===== src/rtl/conv_sequencer.sv =====
// conv_sequencer: instruction sequencer for core
// Runs one weight-stationary convolution pass per start pulse.
module conv_sequencer #(
  parameter int          row      = 8,
  parameter int          col      = 8,
  parameter int          len_kij  = 9,
  parameter int          len_nij  = 36,
  parameter int          len_onij = 16,
  parameter logic [10:0] w_base   = 11'd64,
  parameter logic [10:0] x_base   = 11'd0,
  parameter logic [10:0] p_base   = 11'd0,
  parameter int          load_gap = 8
) (
  input  logic        clk,
  input  logic        reset,
  input  logic        start,
  input  logic        ofifo_valid,
  output logic [33:0] inst,
  output logic        busy,
  output logic        done,
  output logic [3:0]  kij_idx
);

  if (row < 1 || col < 1 || len_kij < 1 || len_kij > 16 ||
      len_nij < 1 || len_onij < 1 || load_gap < 1) begin : g_bad_cfg
    $error("conv_sequencer: illegal size parameter");
  end

  function automatic int imax(input int a, input int b);
    return (a > b) ? a : b;
  endfunction

  localparam int MAXC = imax(imax(col, load_gap),
                             imax(len_nij, len_onij));
  localparam int CW = $clog2(MAXC + 1);
  localparam int KW = $clog2(len_kij + 1);

  localparam logic [CW-1:0] COL_L  = CW'(col - 1);
  localparam logic [CW-1:0] GAP_L  = CW'(load_gap - 1);
  localparam logic [CW-1:0] NIJ_L  = CW'(len_nij - 1);
  localparam logic [CW-1:0] ONIJ_L = CW'(len_onij - 1);
  localparam logic [KW-1:0] KIJ_L  = KW'(len_kij - 1);

  localparam logic [33:0] IDLE_INST = 34'h1_800C_0000;

  typedef enum logic [3:0] {
    S_IDLE, S_WLD, S_WTAIL, S_KLOAD, S_KGAP, S_XLD,
    S_XTAIL, S_EXEC, S_DRAIN, S_ORD, S_OTAIL, S_DONE
  } state_t;

  state_t        state, state_n;
  logic [CW-1:0] cnt, cnt_n;
  logic [KW-1:0] kij, kij_n;
  logic          pend, pend_n;
  logic [CW-1:0] wr_o, wr_o_n;

  logic [33:0] inst_n;
  logic        busy_n, done_n;

  logic        acc_b, cen_p, wen_p, cen_x, wen_x;
  logic [10:0] a_p, a_x;
  logic        ord, l0rd, l0wr, exe, ld;

  // next state, counters and the instruction for the current state
  always_comb begin
    state_n = state;
    cnt_n   = cnt;
    kij_n   = kij;
    pend_n  = pend;
    wr_o_n  = wr_o;
    busy_n  = (state != S_IDLE) && (state != S_DONE);
    done_n  = 1'b0;
    acc_b   = 1'b0;
    cen_p   = 1'b1;
    wen_p   = 1'b1;
    a_p     = '0;
    cen_x   = 1'b1;
    wen_x   = 1'b1;
    a_x     = '0;
    ord     = 1'b0;
    l0rd    = 1'b0;
    l0wr    = 1'b0;
    exe     = 1'b0;
    ld      = 1'b0;
    unique case (state)
      S_IDLE: begin
        if (start) begin
          state_n = S_WLD;
          cnt_n   = '0;
          kij_n   = '0;
        end
      end
      S_WLD: begin
        cen_x = 1'b0;
        a_x   = w_base + 11'(int'(kij) * col) + 11'(cnt);
        l0wr  = (cnt != '0);
        if (cnt == COL_L) begin
          cnt_n   = '0;
          state_n = S_WTAIL;
        end else begin
          cnt_n = cnt + 1'b1;
        end
      end
      S_WTAIL: begin
        l0wr    = 1'b1;
        state_n = S_KLOAD;
      end
      S_KLOAD: begin
        l0rd = 1'b1;
        ld   = 1'b1;
        if (cnt == COL_L) begin
          cnt_n   = '0;
          state_n = S_KGAP;
        end else begin
          cnt_n = cnt + 1'b1;
        end
      end
      S_KGAP: begin
        if (cnt == GAP_L) begin
          cnt_n   = '0;
          state_n = S_XLD;
        end else begin
          cnt_n = cnt + 1'b1;
        end
      end
      S_XLD: begin
        cen_x = 1'b0;
        a_x   = x_base + 11'(cnt);
        l0wr  = (cnt != '0);
        if (cnt == NIJ_L) begin
          cnt_n   = '0;
          state_n = S_XTAIL;
        end else begin
          cnt_n = cnt + 1'b1;
        end
      end
      S_XTAIL: begin
        l0wr    = 1'b1;
        state_n = S_EXEC;
      end
      S_EXEC: begin
        l0rd = 1'b1;
        exe  = 1'b1;
        if (cnt == NIJ_L) begin
          cnt_n   = '0;
          state_n = S_DRAIN;
        end else begin
          cnt_n = cnt + 1'b1;
        end
      end
      S_DRAIN: begin
        if (ofifo_valid) state_n = S_ORD;
      end
      S_ORD: begin
        // the previous pop's write may ride along with this pop
        if (pend) begin
          cen_p = 1'b0;
          wen_p = 1'b0;
          a_p   = p_base + 11'(wr_o);
          acc_b = (kij != '0);
        end
        pend_n = ofifo_valid;
        if (ofifo_valid) begin
          ord    = 1'b1;
          wr_o_n = cnt;
          if (cnt == ONIJ_L) begin
            cnt_n   = '0;
            state_n = S_OTAIL;
          end else begin
            cnt_n = cnt + 1'b1;
          end
        end
      end
      S_OTAIL: begin
        cen_p  = 1'b0;
        wen_p  = 1'b0;
        a_p    = p_base + 11'(wr_o);
        acc_b  = (kij != '0);
        pend_n = 1'b0;
        if (kij == KIJ_L) begin
          state_n = S_DONE;
        end else begin
          kij_n   = kij + 1'b1;
          state_n = S_WLD;
        end
      end
      S_DONE: begin
        done_n  = 1'b1;
        state_n = S_IDLE;
      end
      default: state_n = S_IDLE;
    endcase
    inst_n = {acc_b, cen_p, wen_p, a_p,
              cen_x, wen_x, a_x,
              ord, 1'b0, 1'b0,
              l0rd, l0wr, exe, ld};
  end

  // state, counters and registered outputs
  always_ff @(posedge clk) begin
    if (!reset) begin
      state   <= S_IDLE;
      cnt     <= '0;
      kij     <= '0;
      pend    <= 1'b0;
      wr_o    <= '0;
      inst    <= IDLE_INST;
      busy    <= 1'b0;
      done    <= 1'b0;
      kij_idx <= '0;
    end else begin
      state   <= state_n;
      cnt     <= cnt_n;
      kij     <= kij_n;
      pend    <= pend_n;
      wr_o    <= wr_o_n;
      inst    <= inst_n;
      busy    <= busy_n;
      done    <= done_n;
      kij_idx <= 4'(kij);
    end
  end

endmodule


===== config.mk =====
export PLATFORM = sky130hd
export DESIGN_NAME = conv_sequencer
export DESIGN_NICKNAME = d
export VERILOG_FILES = /design/src/rtl/conv_sequencer.sv
export SDC_FILE = /design/constraint.sdc
export NUM_CORES = 1
export LEC_CHECK = 0
export ABC_AREA = 1
export BUFFER_PORTS_ARGS = -buffer_cell sky130_fd_sc_hd__buf_2
export CAP_MARGIN = 20
export CORE_ASPECT_RATIO = 1.1
export CORE_UTILIZATION = 30
export CTS_CLUSTER_DIAMETER = 100
export CTS_CLUSTER_SIZE = 16
export DETAILED_ROUTE_END_ITERATION = 8
export GPL_TIMING_DRIVEN = 0
export HOLD_SLACK_MARGIN = 0.03
export MAX_ROUTING_LAYER = met4
export PLACE_DENSITY = 0.5
export SLEW_MARGIN = 20
export SYNTH_ARGS = -nofsm -noshare
export SYNTH_HDL_FRONTEND = slang
export SYNTH_SLANG_ARGS = --single-unit

===== constraint.sdc =====
create_clock -name clk -period 2.07 [get_ports clk]
set_input_delay 0.621 -clock clk [delete_from_list [all_inputs] [get_ports clk]]
set_output_delay 0.621 -clock clk [all_outputs]
set_load 0.01 [all_outputs]

; Yosys cells after proc, flatten, opt, wreduce, memory -nomap -nowiden
; Cells that the tools add are included.
[op_classes]
eq_ne = 26
add_sub_neg = 4
muxes = 35
n_reduce_logical = 18
[op_table]
columns = cell, count
row1 = 4-bit two-way mux, 12
row2 = 4-bit one-hot mux with 11 select lines, 1
row3 = 6-bit two-way mux, 6
row4 = 6-bit one-hot mux with 4 select lines, 1
row5 = "4-bit equality test, second input constant", 5
row6 = "2-bit inequality test, second input constant", 10
row7 = 9-bit one-hot mux with 2 select lines, 1
row8 = "4-bit by 3-bit equality test with 1-bit output, second input constant", 4
row9 = 6-bit one-hot mux with 2 select lines, 1
row10 = 4-bit nonzero test, 3
row11 = 8-bit by 6-bit adder with 9-bit output, 1
row12 = 9-bit AND reduction, 1
row13 = "7-bit by 7-bit adder with 8-bit output, first input constant", 1
row14 = "4-bit by 2-bit equality test with 1-bit output, second input constant", 2
row15 = 1-bit two-way mux, 8
row16 = 1-bit one-hot mux with 2 select lines, 4
row17 = 4-bit one-hot mux with 2 select lines, 1
row18 = 2-bit OR reduction, 4
row19 = "6-bit by 1-bit adder with 6-bit output, second input constant", 1
row20 = "6-bit by 3-bit equality test with 1-bit output, second input constant", 1
row21 = "6-bit by 4-bit equality test with 1-bit output, second input constant", 1
row22 = "6-bit equality test, second input constant", 1
row23 = 3-bit AND reduction, 2
row24 = 6-bit nonzero test, 1
row25 = 8 further kinds, 10
[totals]
in_bits = 4
out_inout_bits = 40
register_bits = 61

; Longest topological paths before layout
; Gate-level depths: netlist of run 1.
[logic_depth]
word_depth = 4
depth_mapped = 11
ltp_nobuf = 10

; Least setup slack after synthesis of run 1
; OpenSTA, ideal clock, no wires.
[synth_timing]
path_type = reg2reg
startpoint = register cnt[3]
endpoint = register inst[11]
stages_incl_launch_ff = 6
slack_ns = 0.581
required_time_ns = 1.997
arrival_time_ns = 1.416
cell_sequence = dfxtp_1 -> ha_1 -> inv_1 -> fa_1 -> or2_2 -> a21oi_1
[synth_via]
elab_chain_len = 2
[synth_lines]
columns = item, line
row1 = from (decl), 52  ; logic [CW-1:0] cnt, cnt_n;
row2 = from (signal assigned), 213  ; cnt <= cnt_n;
row3 = 8-bit by 6-bit adder with 9-bit output, 95  ; a_x = w_base + 11'(int'(kij) * col) + 11'(cnt);
row4 = 9-bit one-hot mux with 2 select lines, 85  ; unique case (state)
row5 = to (signal assigned), 217  ; inst <= inst_n;
row6 = to (decl), 18  ; output logic [33:0] inst,
; No other way between the ends.
; A chain may end at the register's enable or synchronous reset.

; Worst setup path after layout of run 1
[layout_timing]
startpoint = register cnt[0]
endpoint = register state[0]
[layout_via]
elab_chain_len = 3
elab_cells_between_ends = 10
cone_classes = eq/ne (9) / reduce/logical (1)
[layout_lines]
columns = item, line
row1 = "6-bit by 4-bit equality test with 1-bit output, or another cell as far along", 166  ; if (cnt == ONIJ_L) begin
row2 = 2-bit inequality test (no source line), --
row3 = 9-bit AND reduction (no source line) *, --
row4 = to (signal assigned), 212  ; state <= state_n;
row5 = to (decl), 51  ; state_t state, state_n;
; Mark *: on every way between the ends. The rest lies on a longest branch, timed or not.

==> results.sh, run 1 <==
export IMPL_vias=1990
export IMPL_seq_area_frac_synth=0.422
export IMPL_reg2reg_from="cnt[0]"
export IMPL_total_power_mw=3.01
export IMPL_postCtsSetupRepairBufs=0
export IMPL_rsz0062_at_grt="no"
export IMPL_cts_tree="done"
export IMPL_async_flop_share=0
export IMPL_drive_above_1_share=0.197
export IMPL_yosys_warnings=0
export IMPL_path_buf_inv=0
export IMPL_start_util=0.311
export IMPL_crit_chain="ha_1 > nand2_1 > nor2_1 > nand2_1 > nand2_1 > nand3_2 > o21bai_1 > nand2_1 > nor2_1"
export IMPL_fin_crit_sh=0.806
export IMPL_nets=381
export IMPL_numCtsBuffers=5
export IMPL_crit_path_max_incr_delay_ns=0.43
export IMPL_whs_ns=0.425
export IMPL_max_freq_mhz=599
export IMPL_insertion_delay_ns=0.29
export IMPL_cts_sinks=49
export IMPL_powerDensity_nw_per_um2=1080
export IMPL_drv_cap=0
export IMPL_die_y_um=94.3
export IMPL_path_clk_slew_ns=0.09
export IMPL_syn_to_final_growth_pct=19.8
export IMPL_critPathLaunchType="register"
export IMPL_finalHoldViolations=0
export IMPL_worst_path_max_fanout=10
export IMPL_report_final_slew_viol_count=0
export IMPL_ys_types=31
export IMPL_grt_usage=0.139
export IMPL_worst_setup_path_type="register to register"
export IMPL_reg2reg_depth=9
export IMPL_rows=33
export IMPL_r2r_end="state[0]"
export IMPL_via_per_inst=4.19
export IMPL_diodes=0
export IMPL_rrSetupSlack_ns=0.40
export IMPL_drt_iter0_markers=87
export IMPL_synth_edf_count=0
export IMPL_min_period_ns=1.67
export IMPL_final_area_um2=2780
export IMPL_syn_cell_area_um2=2320
export IMPL_detail_route_wl_per_cell_um=10.7
export IMPL_io_pins=44
export IMPL_grt_overflow=0
export IMPL_cpLargestDelayFamily="simple AND/OR/NAND/NOR gates"
export IMPL_finalWirelength_mm=5.07
export IMPL_root_buffer="clkbuf_8"
export IMPL_worstPathArrival_ns=1.91
export IMPL_netlist_instances=321
export IMPL_gp_congestion=0.946
export IMPL_ys_flop_type="dfxtp_1"
export IMPL_io_buffer_count=32
export IMPL_die_area_um2=8110
export IMPL_fin_skew_ns=0.00403
export IMPL_ys_ff_latch=49
export IMPL_setup_viol=0
export IMPL_cp_num_cells=9
export IMPL_startpoint="cnt[0]"
export IMPL_grt_pass1_vias=1743
export IMPL_setup_ws_ns=0.401
export IMPL_cpMostUsedCell="nand2_1"
export IMPL_crit_path_end_kind="register"
export IMPL_drc=0
export IMPL_post_dp_cell_area_um2=2650
export IMPL_avgSynthCellArea_um2=7.24
export IMPL_drtAntennaViolNets=0
export IMPL_cts_resized=0
export IMPL_dp_hpwl_mm=3.80
export IMPL_worst_ep_required_time_ns=2.31
export IMPL_vdd_ir_drop_worst_uv=277
export IMPL_dp_slack_ns=0.288
export IMPL_crit_slowest_cell="dfxtp_1"
export IMPL_finalSetupTns_ns=0
export IMPL_hold_class="register to register"
export IMPL_status="complete, no violations"
export IMPL_grt_pass1_wl_mm=8.47
export IMPL_die_w_um=85.9
export IMPL_p_leak_nw=1.35
export IMPL_drt_pass1_iter_count=4
export IMPL_core_um2=7470
export IMPL_endpoint="state[0]"
export IMPL_clk_path_buf_depth=2
export IMPL_grt_max_degree=16
export IMPL_antenna_found_initial=0
export IMPL_h_tree_depth=2
export IMPL_cts_hold_buf=0
per-stage QoR:
step	cells	util
floorplan	330	-
global placement	467	0.355
detailed placement	467	0.355
CTS	475	0.373
global route	475	0.373
finish	475	0.373
kinds of logic (layout without fill, tap and decap cells):
| logic type | after synthesis | after routing | synth area share |
|---|---|---|---|
| other | 2 | 11 | 0.00323 |
| and+or+nand+nor | 162 | 162 | 0.307 |
| buffers and inverters | 57 | 97 | 0.116 |
| DFF | 49 | 49 | 0.422 |
| adders and majority gates | 8 | 8 | 0.0463 |
| AOI/OAI and AO/OA | 40 | 40 | 0.0947 |
| xor gates and xnor gates | 3 | 3 | 0.0113 |
worst min path at each step:
| stage | from | endpoint | slack [ns] | depth (start not counted) |
|---|---|---|---|---|
| 3_3_place_gp | wr_o[1] | inst[21] | 0.42 | 2 |
| 6_report | wr_o[1] | inst[21] | 0.42 | 2 |
| 5_1_grt | wr_o[1] | inst[21] | 0.45 | 2 |
| 3_5_place_dp | wr_o[1] | inst[21] | 0.41 | 2 |
| 4_1_cts | wr_o[1] | inst[21] | 0.43 | 2 |
| 2_1_floorplan | wr_o[1] | inst[21] | 0.41 | 2 |
layout by cell type (no fill, tap or decap), drive strengths merged, types with 4 or more instances in the layout:
| cell type | netlist | routed |
|---|---|---|
| nand2 | 73 | 73 |
| nor2 | 57 | 57 |
| dfxtp | 49 | 49 |
| buf | 15 | 47 |
| inv | 40 | 40 |
| a21oi | 20 | 20 |
| nand3 | 20 | 20 |
| o21ai | 13 | 13 |
| conb | 2 | 11 |
| ha | 7 | 7 |
| clkbuf | 2 | 7 |
| nand3b | 4 | 4 |
| nor3 | 4 | 4 |
| o21bai | 4 | 4 |
layout make-up:
class	instances	area, um2
Fill cell	828	4690
Inverter	40	150
Clock buffer	5	68.8
Timing Repair Buffer	32	160
Tap cell	105	131
Clock inverter	3	65.1
Buffer	17	119
Sequential cell	49	981
Multi-Input combinational cell	224	1110
worst register-to-register path: cells and delay by family, from the launching register on:
family	cells	cell delay, ns
flip-flops	1	0.43
AND/OR/NAND/NOR	7	0.76
adder cells (fa/ha/maj)	1	0.24
AO/OA/AOI/OAI	1	0.19
registers in the layout, indices dropped and copies added, names as in the netlist:
| name | flops |
|---|---|
| busy | 1 |
| cnt | 6 |
| done | 1 |
| inst | 22 |
| kij | 4 |
| kij_idx | 4 |
| pend | 1 |
| state | 4 |
| wr_o | 6 |
report_power, final:
part	internal [mW]	total, mW	leakage (nW)	switching [mW]
clock	0.480	0.792	0.0681	0.313
combinational	0.370	1.12	0.881	0.748
sequential	1.03	1.10	0.397	0.0657
total	1.88	3.01	1.35	1.13
cell usage after synthesis (2+ instances only):
library cell	n	share of area
a21oi_1	20	0.043
nand2_1	67	0.11
conb_1	2	0.0032
o21ai_0	12	0.026
nand3_1	18	0.039
nand3b_1	4	0.013
buf_4	12	0.039
nor3_1	4	0.0086
xor2_1	3	0.011
nand4_1	2	0.0054
inv_1	39	0.063
dfxtp_1	49	0.42
nor2_2	4	0.011
nand2_2	6	0.016
o21bai_1	4	0.013
nor2_1	51	0.082
a31oi_1	2	0.0054
nand3_2	2	0.0086
nor2_4	2	0.0097
ha_1	7	0.038
per-layer routing:
layer | vias up | share of wire | track usage
li1 | 1079 | - | -
met1 | 868 | 0.47 | 0.172
met2 | 39 | 0.48 | 0.229
met3 | 4 | 0.037 | 0.0255
met4 | 0 | 0.010 | 0.0444
met5 | - | 0 | -
Power figures use the tool's default switching activity.
==> inputs of run 2 (changes only) <==
--- a/config.mk
+++ b/config.mk
@@ -5,7 +5,7 @@
 export SDC_FILE = /design/constraint.sdc
 export NUM_CORES = 1
 export LEC_CHECK = 0
-export ABC_AREA = 1
+export ABC_AREA = 0
 export BUFFER_PORTS_ARGS = -buffer_cell sky130_fd_sc_hd__buf_2
 export CAP_MARGIN = 20
 export CORE_ASPECT_RATIO = 1.1
@@ -16,7 +16,7 @@
 export GPL_TIMING_DRIVEN = 0
 export HOLD_SLACK_MARGIN = 0.03
 export MAX_ROUTING_LAYER = met4
-export PLACE_DENSITY = 0.5
+export PLACE_DENSITY = 0.52
 export SLEW_MARGIN = 20
 export SYNTH_ARGS = -nofsm -noshare
 export SYNTH_HDL_FRONTEND = slang
==> constraint.sdc (replaced) <==
create_clock -name clk -period 1.5 [get_ports clk]
set_input_delay 0.45 -clock clk [delete_from_list [all_inputs] [get_ports clk]]
set_output_delay 0.45 -clock clk [all_outputs]
set_load 0.01 [all_outputs]
==> run 2 against run 1 <==
Compared with the run above: the flow now finishes with violations (DRC, setup timing); synthesized area fell by 4.0%; clock power rose by 19%; power rose by 26%; synthesized cell count fell by 16%; maximum frequency fell by 8.5%; critical path depth fell by 2; final area rose by 12%; final cell count fell by 11%; via count rose by 2.3%; register-to-register slack got worse by 0.72 ns; hold slack improved by 0.019 ns.
==> results.sh, run 2 <==
export IMPL_drv_cap=0
export IMPL_finalHoldViolations=0
export IMPL_tightestPinTransition_ns=0.590
export IMPL_layout_commonest_cell="dfxtp_1"
export IMPL_synth_edf_count=0
export IMPL_synthXorXnorAreaFrac=0.00393
export IMPL_numCtsBuffers=5
export IMPL_antenna_found_initial=0
export IMPL_worst_setup_path_type="register to register"
export IMPL_drt_iter0_markers=75
export IMPL_ys_ff_latch=49
export IMPL_synth_simple_area_share=0.268
export IMPL_h_tree_depth=2
export IMPL_finalSetupTns_ns=-2.75
export IMPL_fin_skew_ns=0.00822
export IMPL_via_per_inst=4.84
export IMPL_ys_types=45
export IMPL_dp_hpwl_mm=3.60
export IMPL_synthAdderAreaFrac=0.0482
export IMPL_largest_reg_flops=22
export IMPL_report_final_slew_viol_count=0
export IMPL_grt_overflow=0
export IMPL_largest_register="inst"
export IMPL_synthTopCellsByCount="dfxtp_1, a21oi_1, nand2_1"
export IMPL_setup_viol=15
export IMPL_vias=2036
export IMPL_violations="DRC, setup timing"
export IMPL_finalWirelength_mm=5.59
export IMPL_rsz0062_at_grt="yes"
export IMPL_gp_congestion=0.872
export IMPL_drtAntennaViolNets=0
export IMPL_drc=8
export IMPL_drive_above_1_share=0.414
export IMPL_post_dp_cell_area_um2=2620
export IMPL_max_freq_mhz=548
export IMPL_rows=32
export IMPL_cts_tree="done"
export IMPL_fin_crit_sh=1.22
export IMPL_ys_top_cells_by_area="dfxtp_1, a21oi_1, buf_4, nand2_1, nor2_1"
export IMPL_detail_route_wl_per_cell_um=13.3
export IMPL_avgSynthCellArea_um2=8.26
export IMPL_io_buffer_count=31
export IMPL_diodes=0
export IMPL_grt_pass1_wl_mm=9.13
export IMPL_reg_top3="inst (22), cnt (6), wr_o (6)"
export IMPL_seq_area_frac_synth=0.440
export IMPL_p_leak_nw=1.26
export IMPL_die_y_um=92.4
export IMPL_status="finished with violations"
export IMPL_vdd_ir_drop_worst_uv=509
export IMPL_final_area_um2=3120
export IMPL_setup_ws_ns=-0.324
export IMPL_synth_top_area_cell="dfxtp_1"
export IMPL_synth_mux_area_fraction=0.00449
export IMPL_synth_compound_area_frac=0.141
export IMPL_final_cell_mix="dfxtp_1, buf_2, buf_4, a21oi_1, nor2_1"
export IMPL_ys_flop_type="dfxtp_1"
export IMPL_grt_max_degree=17
export IMPL_critPathLaunchType="register"
export IMPL_relSlewSlack=0.606
export IMPL_finalNonFillerCells=421
export IMPL_worst_ep_required_time_ns=1.72
export IMPL_synth_most_common_cell="dfxtp_1"
export IMPL_syn_to_final_growth_pct=39.9
export IMPL_root_buffer="clkbuf_8"
export IMPL_worstPathArrival_ns=2.05
export IMPL_place_inst=395
export IMPL_crit_path_end_kind="register"
export IMPL_drt_pass1_iter_count=6
export IMPL_io_pins=44
export IMPL_synth_top_area_frac=0.440
export IMPL_grt_usage=0.153
export IMPL_hold_depth=3
export IMPL_powerDensity_nw_per_um2=1210
export IMPL_syn_cell_area_um2=2230
export IMPL_core_um2=7090
export IMPL_nets=347
export IMPL_start_util=0.315
export IMPL_netlist_instances=270
export IMPL_die_area_um2=7790
export IMPL_cts_sinks=49
export IMPL_hold_class="input port to register"
export IMPL_grt_pass1_vias=1912
export IMPL_async_flop_share=0
export IMPL_synth_top_family_by_area="simple AND/OR/NAND/NOR gates"
export IMPL_clk_path_buf_depth=2
export IMPL_worst_path_max_fanout=3
export IMPL_cts_hold_buf=0
export IMPL_insertion_delay_ns=0.30
export IMPL_reg2reg_depth=7
export IMPL_die_w_um=84.2
export IMPL_min_period_ns=1.82
export IMPL_yosys_warnings=0
export IMPL_path_clk_slew_ns=0.10
[run 2: cell types whose count changed after synthesis, moves of 6 or more]
cell,before,now
nand2_1,67,25
inv_1,39,11
nor2_1,51,24
clkbuf_1,1,14
and2_1,1,10
a21oi_1,20,27
nand2_2,6,0
[run 2: final cells by class]
| cell class | count | area (um2) |
|---|---|---|
| Clock inverter | 3 | 46.3 |
| Inverter | 12 | 47.5 |
| Fill cell | 715 | 3970 |
| Tap cell | 85 | 106 |
| Clock buffer | 5 | 68.8 |
| Timing Repair Buffer | 54 | 363 |
| Buffer | 24 | 169 |
| Sequential cell | 49 | 1010 |
| Multi-Input combinational cell | 189 | 1310 |
[run 2: worst paths after layout]
check,startpoint,slack [ns],endpoint
setup reg to reg,cnt[0],-0.32,cnt[3]
hold reg to reg,wr_o[2],0.46,wr_o[2]
hold / removal,ofifo_valid,0.44,wr_o[3]
setup / recovery,cnt[0],-0.32,cnt[3]
[run 2: through the flow]
stage | total power, mW | hold WS [ns] | utilization | setup WS, ns
floorplan | 2.20 | 0.430 | - | -0.220
global placement | 2.45 | 0.440 | 0.370 | -0.416
detailed placement | 2.45 | 0.440 | 0.370 | -0.414
CTS | 3.65 | 0.429 | 0.420 | -0.268
global route | 4.00 | 0.462 | 0.440 | -0.370
finish | 3.78 | 0.444 | 0.440 | -0.324
[run 2: critical path, cell delays in order, from the launching register on]
cell and delay [ns]:
dfxtp_4 0.37, ha_4 0.15, buf_4 0.13, and3_4 0.19
a21boi_4 0.20, a211oi_4 0.08, or4_1 0.50, a31oi_1 0.13
[run 2: cells by family after synthesis]
family	count (synthesis)
XOR/XNOR	1
multiplexers	1
buffers and inverters	41
AO/OA/AOI/OAI	53
AND/OR/NAND/NOR	115
adder cells (fa/ha/maj)	8
other	2
flip-flops	49
[run 2: report_power, final]
part           internal [mW]  switching, mW
combinational          0.614          0.753
sequential              1.40         0.0691
clock                  0.499          0.445
total                   2.51           1.27
[run 2: routing by layer]
layer / global-route usage / routed length, um / part of all wire / vias up
met5: - / 0 / 0 / -
met2: 0.277 / 2850 / 0.51 / 65
met3: 0.0214 / 227 / 0.041 / 6
met1: 0.172 / 2440 / 0.44 / 938
met4: 0.0546 / 79 / 0.014 / 0
li1: - / - / - / 1027
[run 2: timing repair]
item	CTS	global route
gates resized for setup	34	36
pin swaps	13	18
setup buffers	16	8
setup endpoints to repair	34	34
==> inputs of run 3 (changes only) <==
--- a/config.mk
+++ b/config.mk
@@ -9,14 +9,14 @@
 export BUFFER_PORTS_ARGS = -buffer_cell sky130_fd_sc_hd__buf_2
 export CAP_MARGIN = 20
 export CORE_ASPECT_RATIO = 1.1
-export CORE_UTILIZATION = 30
+export CORE_UTILIZATION = 49
 export CTS_CLUSTER_DIAMETER = 100
 export CTS_CLUSTER_SIZE = 16
 export DETAILED_ROUTE_END_ITERATION = 8
 export GPL_TIMING_DRIVEN = 0
 export HOLD_SLACK_MARGIN = 0.03
 export MAX_ROUTING_LAYER = met4
-export PLACE_DENSITY = 0.52
+export PLACE_DENSITY = 0.77
 export SLEW_MARGIN = 20
 export SYNTH_ARGS = -nofsm -noshare
 export SYNTH_HDL_FRONTEND = slang
==> run 3 against run 2 <==
Compared with the run above: maximum frequency grew 1.5%; final cell count is 7.1% lower; count of clock-buffer cells in the layout is the same; combinational power decreased by 4%; final area fell by 2.7%; global-route usage rose by 9.8 points; clock skew is 0.0027 ns lower; sequential cell count is the same; largest cell class unchanged; wire length shrank 2.5%; first-iteration DRC count is 63% higher; clock power down 16%; via count rose by 3.2%; the flow finishes with violations (setup timing).
==> results.sh, run 3 (synthesis results as in run 2) <==
export IMPL_core_um2=4350
export IMPL_worst_path_max_fanout=10
export IMPL_total_power_mw=3.57
export IMPL_place_inst=364
export IMPL_path_clk_slew_ns=0.10
export IMPL_critPathLaunchType="register"
export IMPL_drt_iter0_markers=122
export IMPL_max_freq_mhz=557
export IMPL_grt_max_degree=17
export IMPL_report_final_slew_viol_count=0
export IMPL_setup_viol=16
export IMPL_largest_register="inst"
export IMPL_grt_pass1_vias=1982
export IMPL_utilization=0.698
export IMPL_grt_usage=0.251
export IMPL_path_buf_inv=2
export IMPL_final_cell_mix="dfxtp_1, buf_4, buf_2, nand2_1, nor2_1"
export IMPL_dp_hpwl_mm=3.39
export IMPL_root_buffer="clkbuf_8"
export IMPL_hold_class="input port to register"
export IMPL_relSlewSlack=0.568
export IMPL_io_pins=44
export IMPL_fin_crit_sh=1.20
export IMPL_drtAntennaViolNets=0
export IMPL_status="finished with violations"
export IMPL_violations="setup timing"
export IMPL_h_tree_depth=2
export IMPL_drc=0
export IMPL_cpLargestDelayFamily="compound AO/OA/AOI/OAI gates"
export IMPL_min_period_ns=1.80
export IMPL_nets=348
export IMPL_crit_path_end_kind="register"
export IMPL_worstPathArrival_ns=2.01
export IMPL_largest_reg_flops=22
export IMPL_post_dp_cell_area_um2=2580
export IMPL_cts_hold_buf=0
export IMPL_cts_tree="done"
export IMPL_n_fill_cell=333
export IMPL_gp_congestion=0.914
export IMPL_powerDensity_nw_per_um2=1180
export IMPL_io_buffer_count=31
export IMPL_insertion_delay_ns=0.31
export IMPL_via_per_inst=5.38
export IMPL_vias=2102
export IMPL_drive_above_1_share=0.389
export IMPL_cts_sinks=49
export IMPL_numCtsBuffers=5
export IMPL_syn_to_final_growth_pct=36.1
export IMPL_crit_chain="buf_8 > nor4b_4 > a21oi_4 > a211oi_4 > buf_6 > a21oi_2 > a311oi_1"
export IMPL_drt_pass1_iter_count=4
export IMPL_tightestPinTransition_ns=0.649
export IMPL_final_area_um2=3040
export IMPL_worst_setup_path_type="register to register"
export IMPL_finalNonFillerCells=391
export IMPL_start_util=0.513
export IMPL_fin_skew_ns=0.00549
export IMPL_crit_slowest_cell="dfxtp_4"
export IMPL_p_leak_nw=1.23
export IMPL_rows=25
export IMPL_crit_path_max_incr_delay_ns=0.37
export IMPL_vdd_ir_drop_worst_uv=794
export IMPL_grt_pass1_wl_mm=8.84
export IMPL_clk_path_buf_depth=2
export IMPL_rsz0062_at_grt="yes"
export IMPL_layout_commonest_cell="dfxtp_1"
export IMPL_finalWirelength_mm=5.45
export IMPL_finalHoldViolations=0
export IMPL_diodes=0
export IMPL_die_y_um=72.8
export IMPL_detail_route_wl_per_cell_um=13.9
export IMPL_die_area_um2=4830
export IMPL_rrSetupSlack_ns=-0.30
export IMPL_drv_cap=0
export IMPL_setup_ws_ns=-0.296
export IMPL_die_w_um=66.3
export IMPL_grt_overflow=0
export IMPL_antenna_found_initial=0
export IMPL_worst_ep_required_time_ns=1.71
export IMPL_reg_top3="inst (22), cnt (6), wr_o (6)"
[run 3: cell type report]
type | count | area [um2] | share of cell area
Sequential cell | 49 | 1020 | 0.335
Timing Repair Buffer | 55 | 347 | 0.114
Clock inverter | 3 | 22.5 | 0.00742
Tap cell | 54 | 67.6 | 0.0223
Multi-Input combinational cell | 189 | 1300 | 0.428
Inverter | 12 | 50.0 | 0.0165
Buffer | 24 | 164 | 0.0540
Clock buffer | 5 | 68.8 | 0.0227
[run 3: per-stage QoR]
| step | hold slack (ns) | setup slack [ns] | setup TNS [ns] |
|---|---|---|---|
| 2_1_floorplan | 0.430 | -0.220 | -1.49 |
| 3_3_place_gp | 0.435 | -0.421 | -5.59 |
| 3_5_place_dp | 0.440 | -0.430 | -6.23 |
| 4_1_cts | 0.423 | -0.315 | -2.64 |
| 5_1_grt | 0.434 | -0.386 | -4.40 |
| 6_report | 0.439 | -0.296 | -2.92 |
[run 3: worst reg2reg max path, cell delays in order (launching register included)]
cell and delay [ns]:
dfxtp_4 0.37, buf_8 0.14, nor4b_4 0.36, a21oi_4 0.13, a211oi_4 0.30, buf_6 0.16, a21oi_2 0.05, a311oi_1 0.20
[run 3: report_power, final]
part           switching, mW  total (mW)  internal (mW)
clock network          0.470       0.797          0.328
logic                  0.731        1.31          0.580
registers             0.0687        1.46           1.39
[run 3: path summary, 6_finish.rpt]
| kind | startpoint | end | depth (start not counted) |
|---|---|---|---|
| hold / removal | ofifo_valid | wr_o[4] | 3 |
| hold reg to reg | wr_o[1] | wr_o[1] | 2 |
| setup reg to reg | cnt[3] | state[3] | 7 |
| setup / recovery | cnt[3] | state[3] | 7 |
[run 3: timing repair]
action / CTS / global route
setup buffers: 18 / 7
endpoints found under the setup margin: 30 / 32
gates cloned: 0 / 0
resized for setup: 32 / 25
pin swaps: 11 / 17
[run 3: routing by layer]
layer / GRT usage / wire length [um]
met4: 0.123 / 153
met2: 0.414 / 2820
met3: 0.0609 / 273
met1: 0.281 / 2210
met5: - / 0
